--- config.mk ---
export PLATFORM = sky130hd
export DESIGN_NAME = sa_act_feeder
export DESIGN_NICKNAME = d
export VERILOG_FILES = /design/src/rtl/sa_pkg.sv /design/src/rtl/sa_skew_line.sv /design/src/rtl/sa_act_feeder.sv
export SDC_FILE = /design/constraint.sdc
export NUM_CORES = 1
export LEC_CHECK = 0
export BUFFER_PORTS_ARGS = -buffer_cell sky130_fd_sc_hd__buf_2
export CAP_MARGIN = 5
export CORE_UTILIZATION = 45
export CTS_BUF_LIST = sky130_fd_sc_hd__clkbuf_8 sky130_fd_sc_hd__clkbuf_16
export DETAILED_ROUTE_END_ITERATION = 8
export MAX_ROUTING_LAYER = met4
export PLACE_DENSITY = 0.69
export SLEW_MARGIN = 20
export SYNTH_ARGS = -nofsm -noshare
export SYNTH_HDL_FRONTEND = slang
export SYNTH_HIERARCHICAL = 1
export SYNTH_SLANG_ARGS = --single-unit
--- constraint.sdc ---
create_clock -name clk -period 4.92 [get_ports clk]
set_input_delay 0.492 -clock clk [delete_from_list [all_inputs] [get_ports clk]]
set_output_delay 0.492 -clock clk [all_outputs]
set_load 0.005 [all_outputs]
--- src/rtl/sa_pkg.sv ---
// sa_pkg: shared constants, FSM states and packed tile/vector types for the systolic-array feeder.
package sa_pkg;
   localparam int SA_N       = 4;
   localparam int SA_DW      = 8;
   localparam int SA_PSO_W   = 18;
   localparam int SA_PSO_LAT = 4;
   localparam int SA_DRAIN   = (SA_N - 1) + SA_PSO_LAT + (SA_N - 1);
   typedef enum logic [1:0] {IDLE, LOAD_W, STREAM, DRAIN} state_t;
   typedef logic signed [SA_DW-1:0] elem_t;
   typedef elem_t [SA_N-1:0] vec_t;
   typedef vec_t [SA_N-1:0] tile_t;
endpackage

--- src/rtl/sa_skew_line.sv ---
// sa_skew_line: DEPTH extra delay stages ahead of a registered output, synchronous active-low clear.
module sa_skew_line
   import sa_pkg::*;
#(
   parameter int DEPTH = 0
) (
   input  logic  clk,
   input  logic  rst,
   input  elem_t d,
   output elem_t q
);
   elem_t pipe [DEPTH+1];
   always_ff @(posedge clk) begin
      if (!rst) pipe <= '{default: '0};
      else begin
         pipe[0] <= d;
         for (int i = 1; i <= DEPTH; i++) pipe[i] <= pipe[i-1];
      end
   end
   assign q = pipe[DEPTH];
endmodule

--- src/rtl/sa_act_feeder.sv ---
// sa_act_feeder: loads a weight tile then streams diagonally skewed activations into a 4x4 systolic array.
// Optional SA_ACT_FEEDER_PERF_EN adds a saturating stall_cnt of idle STREAM cycles.
module sa_act_feeder
   import sa_pkg::*;
(
   input  logic            clk,
   input  logic            rst,
   input  logic            start,
   input  tile_t           w_tile,
   input  logic            act_valid,
   output logic            act_ready,
   input  vec_t            act_data,
   input  logic            act_last,
   output logic            L,
   output elem_t           wi0,
   output elem_t           wi1,
   output elem_t           wi2,
   output elem_t           wi3,
   output elem_t           ai0,
   output elem_t           ai1,
   output elem_t           ai2,
   output elem_t           ai3,
   output logic [SA_N-1:0] pso_valid,
   output logic            busy,
`ifdef SA_ACT_FEEDER_PERF_EN
   output logic [15:0]     stall_cnt,
`endif
   output logic            done
);
   localparam int VPW = SA_PSO_LAT + SA_N - 1;
   state_t state, nstate;
   tile_t wreg, src;
   vec_t wi, ai;
   logic [1:0] lcnt, nlcnt;
   logic [3:0] dcnt;
   logic [VPW-1:0] vp;
   logic tag, acc;
   assign acc = act_valid & act_ready;
   assign src = (state == IDLE) ? w_tile : wreg;
   assign nlcnt = (state == LOAD_W) ? lcnt + 2'd1 : 2'd0;
   always_ff @(posedge clk) begin
      if (!rst) state <= IDLE;
      else state <= nstate;
   end
   always_comb begin
      nstate = (state == IDLE   && start)                  ? LOAD_W :
               (state == LOAD_W && lcnt == 2'(SA_N - 1))   ? STREAM :
               (state == STREAM && acc && act_last)        ? DRAIN  :
               (state == DRAIN  && dcnt == 4'd0)           ? IDLE   : state;
   end
   always_comb begin
      act_ready = (state == STREAM);
      busy      = (state != IDLE);
   end
   // Outputs are registered from the next state so L/wi line up with LOAD_W exactly; bottom row goes first.
   always_ff @(posedge clk) begin
      if (!rst) begin
         wreg <= '0;
         lcnt <= '0;
         dcnt <= '0;
         L    <= 1'b0;
         wi   <= '0;
         done <= 1'b0;
         tag  <= 1'b0;
         vp   <= '0;
      end else begin
         if (state == IDLE && start) wreg <= w_tile;
         lcnt <= nlcnt;
         dcnt <= (state == DRAIN) ? dcnt - 4'd1 : 4'(SA_DRAIN);
         L    <= (nstate == LOAD_W);
         wi   <= (nstate == LOAD_W) ? src[2'(SA_N - 1) - nlcnt] : '0;
         done <= (state == DRAIN && dcnt == 4'd0);
         tag  <= acc;
         vp   <= {vp[VPW-2:0], tag};
      end
   end
   for (genvar r = 0; r < SA_N; r++) begin : g_row
      sa_skew_line #(.DEPTH(r)) u_line (
         .clk (clk),
         .rst (rst),
         .d   (acc ? act_data[r] : elem_t'(0)),
         .q   (ai[r])
      );
   end
   assign pso_valid = vp[VPW-1 -: SA_N];
   assign {wi3, wi2, wi1, wi0} = wi;
   assign {ai3, ai2, ai1, ai0} = ai;
`ifdef SA_ACT_FEEDER_PERF_EN
   always_ff @(posedge clk) begin
      if (!rst) stall_cnt <= '0;
      else if (state == IDLE && start) stall_cnt <= '0;
      else if (state == STREAM && !act_valid && stall_cnt != 16'hFFFF) stall_cnt <= stall_cnt + 16'd1;
   end
`endif
endmodule

======== Word-level counts from Yosys, hierarchy flattened ========
Index checks and enable logic that the tools add are counted.
storage, ports and cells
  register bits after elaboration ......... 258
  bits in latches ......................... 0
  memory bits (writable) .................. 0
  ROM bits ................................ 0
  input port bits ......................... 165
  logic and storage cells ................. 68
  memories ................................ 0
cells by class
  add/sub/neg operators ................... 3
  multiply operators ...................... 0
  divide/modulo/power cells ............... 0
  $lt $le $gt $ge ......................... 1
  eq/ne operators ......................... 5
  shift operators ......................... 0
  multiplexer cells ....................... 9
  bitwise gates (word level) .............. 1
  reductions and logical operators ........ 11
operators with widths
  kind                                                 number
  2-to-1 mux 128 bit                                   1
  binary-select mux 32 bit (select 2 bit)              1
  2-to-1 mux 32 bit                                    1
  2-to-1 mux 2 bit                                     5
  equality test 2 bit, second input constant           3
  AND reduction 2 bit                                  3
  logical AND 1 bit                                    5
  equality test 2 x 1 -> 1 bit, second input constant  2
  logical NOT 4 bit                                    1
  2-to-1 mux 4 bit                                     1
  subtractor 4 x 1 -> 4 bit, second input constant     1
  < comparator 2 x 3 -> 1 bit, second input constant   1
  adder 2 x 1 -> 2 bit, second input constant          1
  logical NOT 2 bit                                    1
  nonzero test 2 bit                                   1
  subtractor 2 bit, first input constant               1
  AND 1 bit                                            1

======== Longest topological paths before layout ========
Gate-level depths: netlist (run 1).
  depth in word-level cells ............... 9
  depth in mapped cells ................... 9
  gate-level depth less buffers ........... 6

======== Cells and area by module ========
Netlist (run 1), hierarchy kept.
by module, submodules not included
  module                          instances  cells an instance  area an instance (µm²)  seq. area each (µm²)
  sa_act_feeder                   1          933                7531.0                  3563.4
  sa_skew_line (g_row[3].u_line)  1          75                 955.9                   640.6
  sa_skew_line (g_row[2].u_line)  1          58                 735.7                   480.5
  sa_skew_line (g_row[1].u_line)  1          41                 506.7                   320.3
  sa_skew_line (g_row[0].u_line)  1          16                 210.2                   160.2

======== Least setup slack after synthesis (run 1) ========
No wires, ideal clock.
  path type ............................... register to register
  from .................................... reg lcnt[0]
  to ...................................... reg wi (netlist bit wi2[0])
  library setup time ...................... 0.086 ns
  arrival time ............................ 1.570 ns
  data required time ...................... 4.834 ns
  slack ................................... 3.264 ns
  cell stages (with the launch flop) ...... 10
  path buffers ............................ 4
  cells stage by stage .................... dfxtp_1 -> ha_1 -> buf_4 -> nand2b_1 -> buf_2 -> nand2b_1 -> buf_4 -> buf_6 -> nand2_1 -> a221oi_2
between the ends
  cells in the longest elaborated chain, start to end .. 6
  elaborated cells on any way between the ends .. 11
  those cells by class .................... add/sub: 2; eq/ne: 2; mux: 5; reduce/logical: 2
RTL lines
  element                                                                       RTL line             text
  start: declaration                                                            sa_act_feeder.sv:34  logic [1:0] lcnt, nlcnt;
  start signal: assignment                                                      sa_act_feeder.sv:68  lcnt <= nlcnt;
  parallel branches: the longest is 6 deep, another holds adder 2 x 1 -> 2 bit  --
  end signal: assignment                                                        sa_act_feeder.sv:71  wi <= (nstate == LOAD_W) ? src[2'(SA_N - 1) - nlcnt] : '0;
  end: declaration                                                              sa_act_feeder.sv:33  vec_t wi, ai;
Parallel ways; which one is timed is not known. The select of a mux whose other input is x is not followed.
A chain may end at the register's enable or synchronous reset.

======== Worst setup path in the final report (run 1) ========
  from .................................... reg lcnt[0]
  to ...................................... reg wi (netlist bit wi2[2])
Same word-level chain as after synthesis.

==> results of run 1 <==
flip-flops by register name, summed over array words and instances (netlist names), 2 cells and up:
name,cells
wreg,128
g_row.u_line/q,32
wi0,8
lcnt,2
state,2
wi2,8
wi3,8
g_row.u_line/pipe,48
dcnt,4
wi1,8
vp,7
worst max-delay path, cell delays in order, from the launching register on:
cell	delay, ns
dfxtp_2	0.85
ha_1	0.36
buf_4	0.30
nand2b_1	0.55
nand2b_1	0.82
nand2_1	0.16
a221oi_2	0.28
layer usage:
metal | track usage, % | routed length, microns | up-vias
met5 | - | 0 | -
met4 | 5.80 | 391 | 0
met3 | 3.70 | 1660 | 35
met2 | 32.4 | 11000 | 261
met1 | 28.4 | 11000 | 3643
li1 | - | - | 3981
worst min path at each step:
stage                              from                      end  cells after the start
6_report                     w_tile[61]                 wreg[61]                      3
4_1_cts                      w_tile[65]                 wreg[65]                      3
2_1_floorplan  g_row[2].u_line/pipe[17]  g_row[2].u_line/pipe[9]                      1
3_5_place_dp    g_row[2].u_line/pipe[8]     g_row[2].u_line/q[0]                      1
5_1_grt                       w_tile[1]                  wreg[1]                      3
3_3_place_gp                      vp[2]                    vp[3]                      1
power groups by stage:
stage / combinational, uW / clock (uW) / sequential [uW]
2_1_floorplan: 272 / 0 / 2250
3_5_place_dp: 392 / 0 / 2270
3_3_place_gp: 385 / 0 / 2270
4_1_cts: 393 / 2040 / 2220
6_report: 394 / 2000 / 2220
5_1_grt: 439 / 2130 / 2230
per-stage QoR:
stage	utilization [%]	worst slack (ns)	total power, uW	hold slack, ns
2_1_floorplan	-	3.26	2520	0.412
3_3_place_gp	49.7	1.64	2650	0.414
3_5_place_dp	49.7	1.50	2660	0.420
4_1_cts	53.7	1.50	4660	0.185
5_1_grt	53.8	1.31	4800	0.195
6_report	53.8	1.49	4610	0.207
cells in the final DEF (no fill, tap or decap), types with 2 or more instances in the layout:
cell type	instances
nand2_1	290
dfxtp_1	255
buf_2	236
a21oi_1	163
and2_2	62
nor2_1	34
and3_1	33
o22ai_1	30
and2_1	27
clkbuf_16	27
inv_1	23
mux2i_1	18
or3_1	17
mux2_2	16
buf_4	11
a221oi_2	10
a221oi_1	7
clkinvlp_4	4
clkinv_2	4
diode_2	3
ha_1	3
clkbuf_8	3
bufinv_16	3
dfxtp_2	3
or2_4	2
nand2b_1	2
nand3b_1	2
a31oi_1	2
nand3_1	2
o21ai_0	2
xnor2_1	2
cell type report:
type	instances	area share, %
repair buffers	248	10.9
multi-input cells	732	33.7
flip-flops and latches	258	44.2
well taps	280	2.99
clock inverters	15	1.33
diodes	3	0.0641
inverters	20	0.663
clock buffers	30	6.13
kinds of logic (layout without fill, tap and decap cells):
family	count (synthesis)	after routing
other	0	3
muxes	34	34
adders and majority gates	3	3
and+or+nand+nor	479	479
AOI/OAI and AO/OA	214	214
xor gates and xnor gates	2	2
DFF	258	258
buffers and inverters	133	313
==> parameters.txt, run 1 <==
Parameter                              Value

Setup path
  Slack of the worst reg-to-reg path    1.49 ns
  Data arrival time of the critical path    3.85 ns
  Type of the worst setup path    reg -> reg
  Worst flop-to-flop path startpoint    lcnt[0]
  Maximum fanout count along the critical path    36
  R2R Path End    wi2[2]
  CP Data Required Time    5.35 ns
  Critical Path Source    lcnt[0]
  Sort of element at the end of the critical path    register
  Reg2reg path depth    6
  Crit path launch type    register
  CP Capture Point    wi2[2]

Clock network
  CTS Buf Count    27
  CTS tree    built
  Cells resized by post-CTS repair    0
  Max H-tree Level    1
  CTS sink cnt    258
  Bufs on Longest Clock Path    3
  Clock input transition at the sequential cells of the worst setup and hold paths    0.07 ns
  Setup bufs post-CTS    0
  Hold_buf cts    0
  Clk Latency, worst-skew pair    0.52 ns
  CTS Root Cell    clkbuf_16

Logic synthesis
  Top cells by count, synth    nand2_1 (290), dfxtp_1 (258), a21oi_1 (163)
  Post-synth design cell area    0.00994 sq mm
  Compound-gate portion of the synthesized area    12.4%
  Top FF cell, synth    dfxtp_1
  Number of instances in the synthesized netlist    1123
  Syn nets    1291
  Number of library cell types mapped by synthesis    36
  Count of state elements after synthesis    258
  Fraction of post-synthesis cell area in the top cell type by area    52.0%
  Cell types occupying the most area after synthesis    dfxtp_1 (52%), nand2_1 (11%), a21oi_1 (8.2%)
  Dominant cell type by area after synthesis    dfxtp_1
  Async set or reset register ratio after synthesis    0%
  Post-synth EDFFs    0
  Xor and xnor fraction of the mapped netlist area    0.176%
  Count of yosys warnings during synthesis    6
  Syn avg cell area    8.85 sq um
  Most instantiated library cell after synthesis    nand2_1
  Simple-gate share of the synthesized area    22.9%
  Mux cell area share after synthesis    3.63%
  Combinational family with the most area after synthesis    simple AND/OR/NAND/NOR gates
  Post-synthesis sequential area ratio    52.0%
  Post-synthesis adder-cell area fraction    0.378%

Floorplanning
  Floorplan die width    151 microns
  Initial Util    45.7%
  Overall die height    151 microns
  Number of cell rows    54
  Core box area    0.0218 sq mm
  Die Area    0.0227 sq mm
  Number of primary I/O pins    237

Final layout
  Share of cells above drive strength 1    29.7%
  Sequential cell area    0.00517 sq mm
  Layout Nets    1455
  Area of the multi-input gates    0.00395 sq mm
  Post-route cell area    0.0117 sq mm
  FILL cells    2051
  Area growth syn-to-layout    17.7%
  Final Non-Filler Cells    1586

Timing
  Slew at the pin with the worst max-slew slack    1.07 ns
  Final critical delay including setup and external delays    3.43 ns
  Final Max Tran Viols    0
  Ratio of final minimum period to clock period    69.6%
  Final setup violating endpoints    0
  Final hold viol count    0
  Summed negative setup slack over all endpoints    0 ns
  Max frequency    0.292 GHz
  Unrepaired setup endpoints after global routing    no
  Setup Skew    0.00936 ns
  Relative slew margins    28.8%

Placed design
  Detailed placement HPWL    15200 microns
  IO buf count    236
  Placed cell area    0.0108 sq mm
  Inst Count DP    1537
  Final weighted congestion of routability-driven global placement    0.897

Power
  Combinational cell fraction of total power    8.5%
  Int Pwr    3530 uW
  Sw Pwr    1090 uW
  VDD IR-drop max    0.000230 V
  Sequential share of power    48.2%
  Ratio of total power to cell area    394 mW/mm^2
  Share of total power consumed by net switching    23.5%
  Total leakage power    0.00524 uW
  Clock network fraction of design power    43.3%

Global route
  Leftover overflow at the end of global routing    0
  Antenna violations before repair    2
  Vias in the first global route    7218
  Maximum number of pins on one net before global-route repair    102
  Wire length of the first global-routing pass    36900 microns
  Gr usage total    21.1%

Route
  Post-DRT Antenna Nets    0
  Number of detailed-route iterations in the first pass    4
  Detailed router's first-iteration violation count    515
  Routed via count divided by cell count    4.99
  Total length of routed wires    24000 microns
  DRC errors left    0
  Wirelength per Cell    15.1 microns
  Vias post-DR    7920

Outcome
  Outcome    complete, no violations

Job
  Max Cap Violations    0

Worst hold path
  Kind of path behind the tightest hold check    in -> reg
(Power assumes the default switching activity.)
==> run 2, diff against run 1 <==
PLACE_DENSITY = 0.72   (was 0.69)
clock period = 3.1 ns   (was 4.92 ns; I/O delays follow)
==> run 2 against run 1 <==
Register-to-register slack worse by 0.61 ns. Critical path depth is 4 lower. Combinational power increased by 63%. Cell area rose by 0.70%. Core utilization rose by 0.37 points. Total power up 60%. Largest power group unchanged. Highest routed layer unchanged.
==> parameters.txt, run 2 (same netlist as run 1, synthesis figures left out) <==
Parameter                              Value

Outcome
  Outcome    complete, no violations

Route
  Routed via count divided by cell count    4.96
  Number of detailed-route iterations in the first pass    5
  Wirelength per Cell    15.1 microns
  Total length of routed wires    24000 microns
  Post-DRT Antenna Nets    0
  DRC errors left    0
  Detailed router's first-iteration violation count    447
  Vias post-DR    7893

Floorplanning
  Core box area    0.0218 sq mm
  Initial Util    45.7%
  Number of primary I/O pins    237
  Overall die height    151 microns
  Number of cell rows    54
  Floorplan die width    151 microns
  Die Area    0.0227 sq mm

Timing
  Final Max Tran Viols    0
  Final critical delay including setup and external delays    2.47 ns
  Unrepaired setup endpoints after global routing    no
  Ratio of final minimum period to clock period    79.6%
  Slew at the pin with the worst max-slew slack    0.805 ns
  Final worst setup slack    0.632 ns
  Final hold viol count    0
  Final setup violating endpoints    0
  Relative slew margins    46.2%
  Summed negative setup slack over all endpoints    0 ns
  Max frequency    0.405 GHz
  Setup Skew    0.00567 ns

Clock network
  Max H-tree Level    1
  CTS Buf Count    27
  Hold_buf cts    0
  Clk Latency, worst-skew pair    0.52 ns
  CTS tree    built
  CTS sink cnt    258
  Cells resized by post-CTS repair    0
  CTS Root Cell    clkbuf_16
  Clock input transition at the sequential cells of the worst setup and hold paths    0.06 ns
  Setup bufs post-CTS    0
  Bufs on Longest Clock Path    3

Global route
  Antenna violations before repair    3
  Busiest grt layer    met2
  GRT met2 Usage    32.2%
  Wire length of the first global-routing pass    36700 microns
  GR met3 Demand/Resource    3.67%
  GRT met1 Usage    28.3%
  Leftover overflow at the end of global routing    0
  Maximum number of pins on one net before global-route repair    93
  Gr usage total    21.2%
  Vias in the first global route    7318

Placed design
  Detailed placement HPWL    15900 microns
  Final weighted congestion of routability-driven global placement    0.840
  IO buf count    236
  Minimum setup slack after placement    0.922 ns
  Inst Count DP    1540

Setup path
  Buffers plus inverters on the worst setup path    1
  Type of the worst setup path    reg -> out
  CP Data Required Time    2.79 ns
  Dominant delay contributor by cell family on the critical path    simple AND/OR/NAND/NOR gates
  Ordered list of cells on the worst path    nor2b_2 > buf_2
  Sort of element at the end of the critical path    primary output
  Data arrival time of the critical path    2.16 ns
  Critical Path Source    state[1]
  Worst flop-to-flop path startpoint    state[0]
  Max stage delay on crit path    0.73 ns
  Crit path launch type    register
  Maximum fanout count along the critical path    28
  Slowest stage cell, crit path    nor2b_2

Final layout
  Top reg by flops    wreg
  Final Non-Filler Cells    1592
  Commonest non-fill, non-tap cells in the layout    nand2_1 (290), dfxtp_1 (255), buf_2 (236)
  Area growth syn-to-layout    18.6%
  Post-route core utilization    54.2%
  Most common cell after layout, fill and taps aside    nand2_1
  Layout Nets    1457
  Max reg flops    128
  Share of cells above drive strength 1    30.3%

Job
  Max Cap Violations    0

Worst hold path
  Kind of path behind the tightest hold check    in -> reg
  HP Start    w_tile[9]

Power
  Total leakage power    0.00528 uW
  VDD IR-drop max    0.000312 V
  Ratio of total power to cell area    628 mW/mm^2
  Overall power consumption    7400 uW
run 2: cell types whose count changed in the layout (fill, tap and decap cells not counted):
cell,delta
inv_6,+4
buf_12,+3
clkinv_2,+2
inv_1,-2
a21oi_1,-1
a21oi_2,+1
buf_8,-1
clkbuf_8,-1
clkinv_4,+1
run 2: layout make-up:
| cell class | count | area (sq um) |
|---|---|---|
| Fill cell | 2011 | 9970 |
| Antenna cell | 3 | 7.51 |
| Clock inverter | 20 | 201 |
| Multi-Input combinational cell | 732 | 3950 |
| Inverter | 20 | 77.6 |
| Timing Repair Buffer | 250 | 1320 |
| Clock buffer | 29 | 703 |
| Sequential cell | 258 | 5170 |
| Tap cell | 280 | 350 |
run 2: path summary, 6_finish.rpt:
path,to,slack [ns],cells after the start
setup / recovery,act_ready,0.63,2
hold / removal,wreg[9],0.03,3
setup reg to reg,wi2[2],0.88,5
hold reg to reg,g_row[2].u_line/pipe[9],0.44,1
run 2: metrics by stage:
step	cell area, sq um	hold slack (ns)
after global placement	10900	0.416
final	11800	0.0259
after global routing	11800	0.0134
after CTS	11800	0.00565
after detailed placement	10900	0.420
after floorplan	9940	0.412
run 2: where the power goes:
group | internal (uW) | switching, uW | total, uW
logic | 266 | 375 | 641
registers | 3450 | 73.5 | 3520
clock network | 1910 | 1330 | 3240
run 2: per-layer routing:
layer	vias to the layer above	wire [microns]
met5	-	0
met4	0	692
met3	43	1380
met2	248	10900
met1	3605	11000
li1	3997	-
run 2: tightest hold or removal path: stages:
cell and delay [ns]:
buf_2 0.10, nand2_1 0.04, a21oi_1 0.05
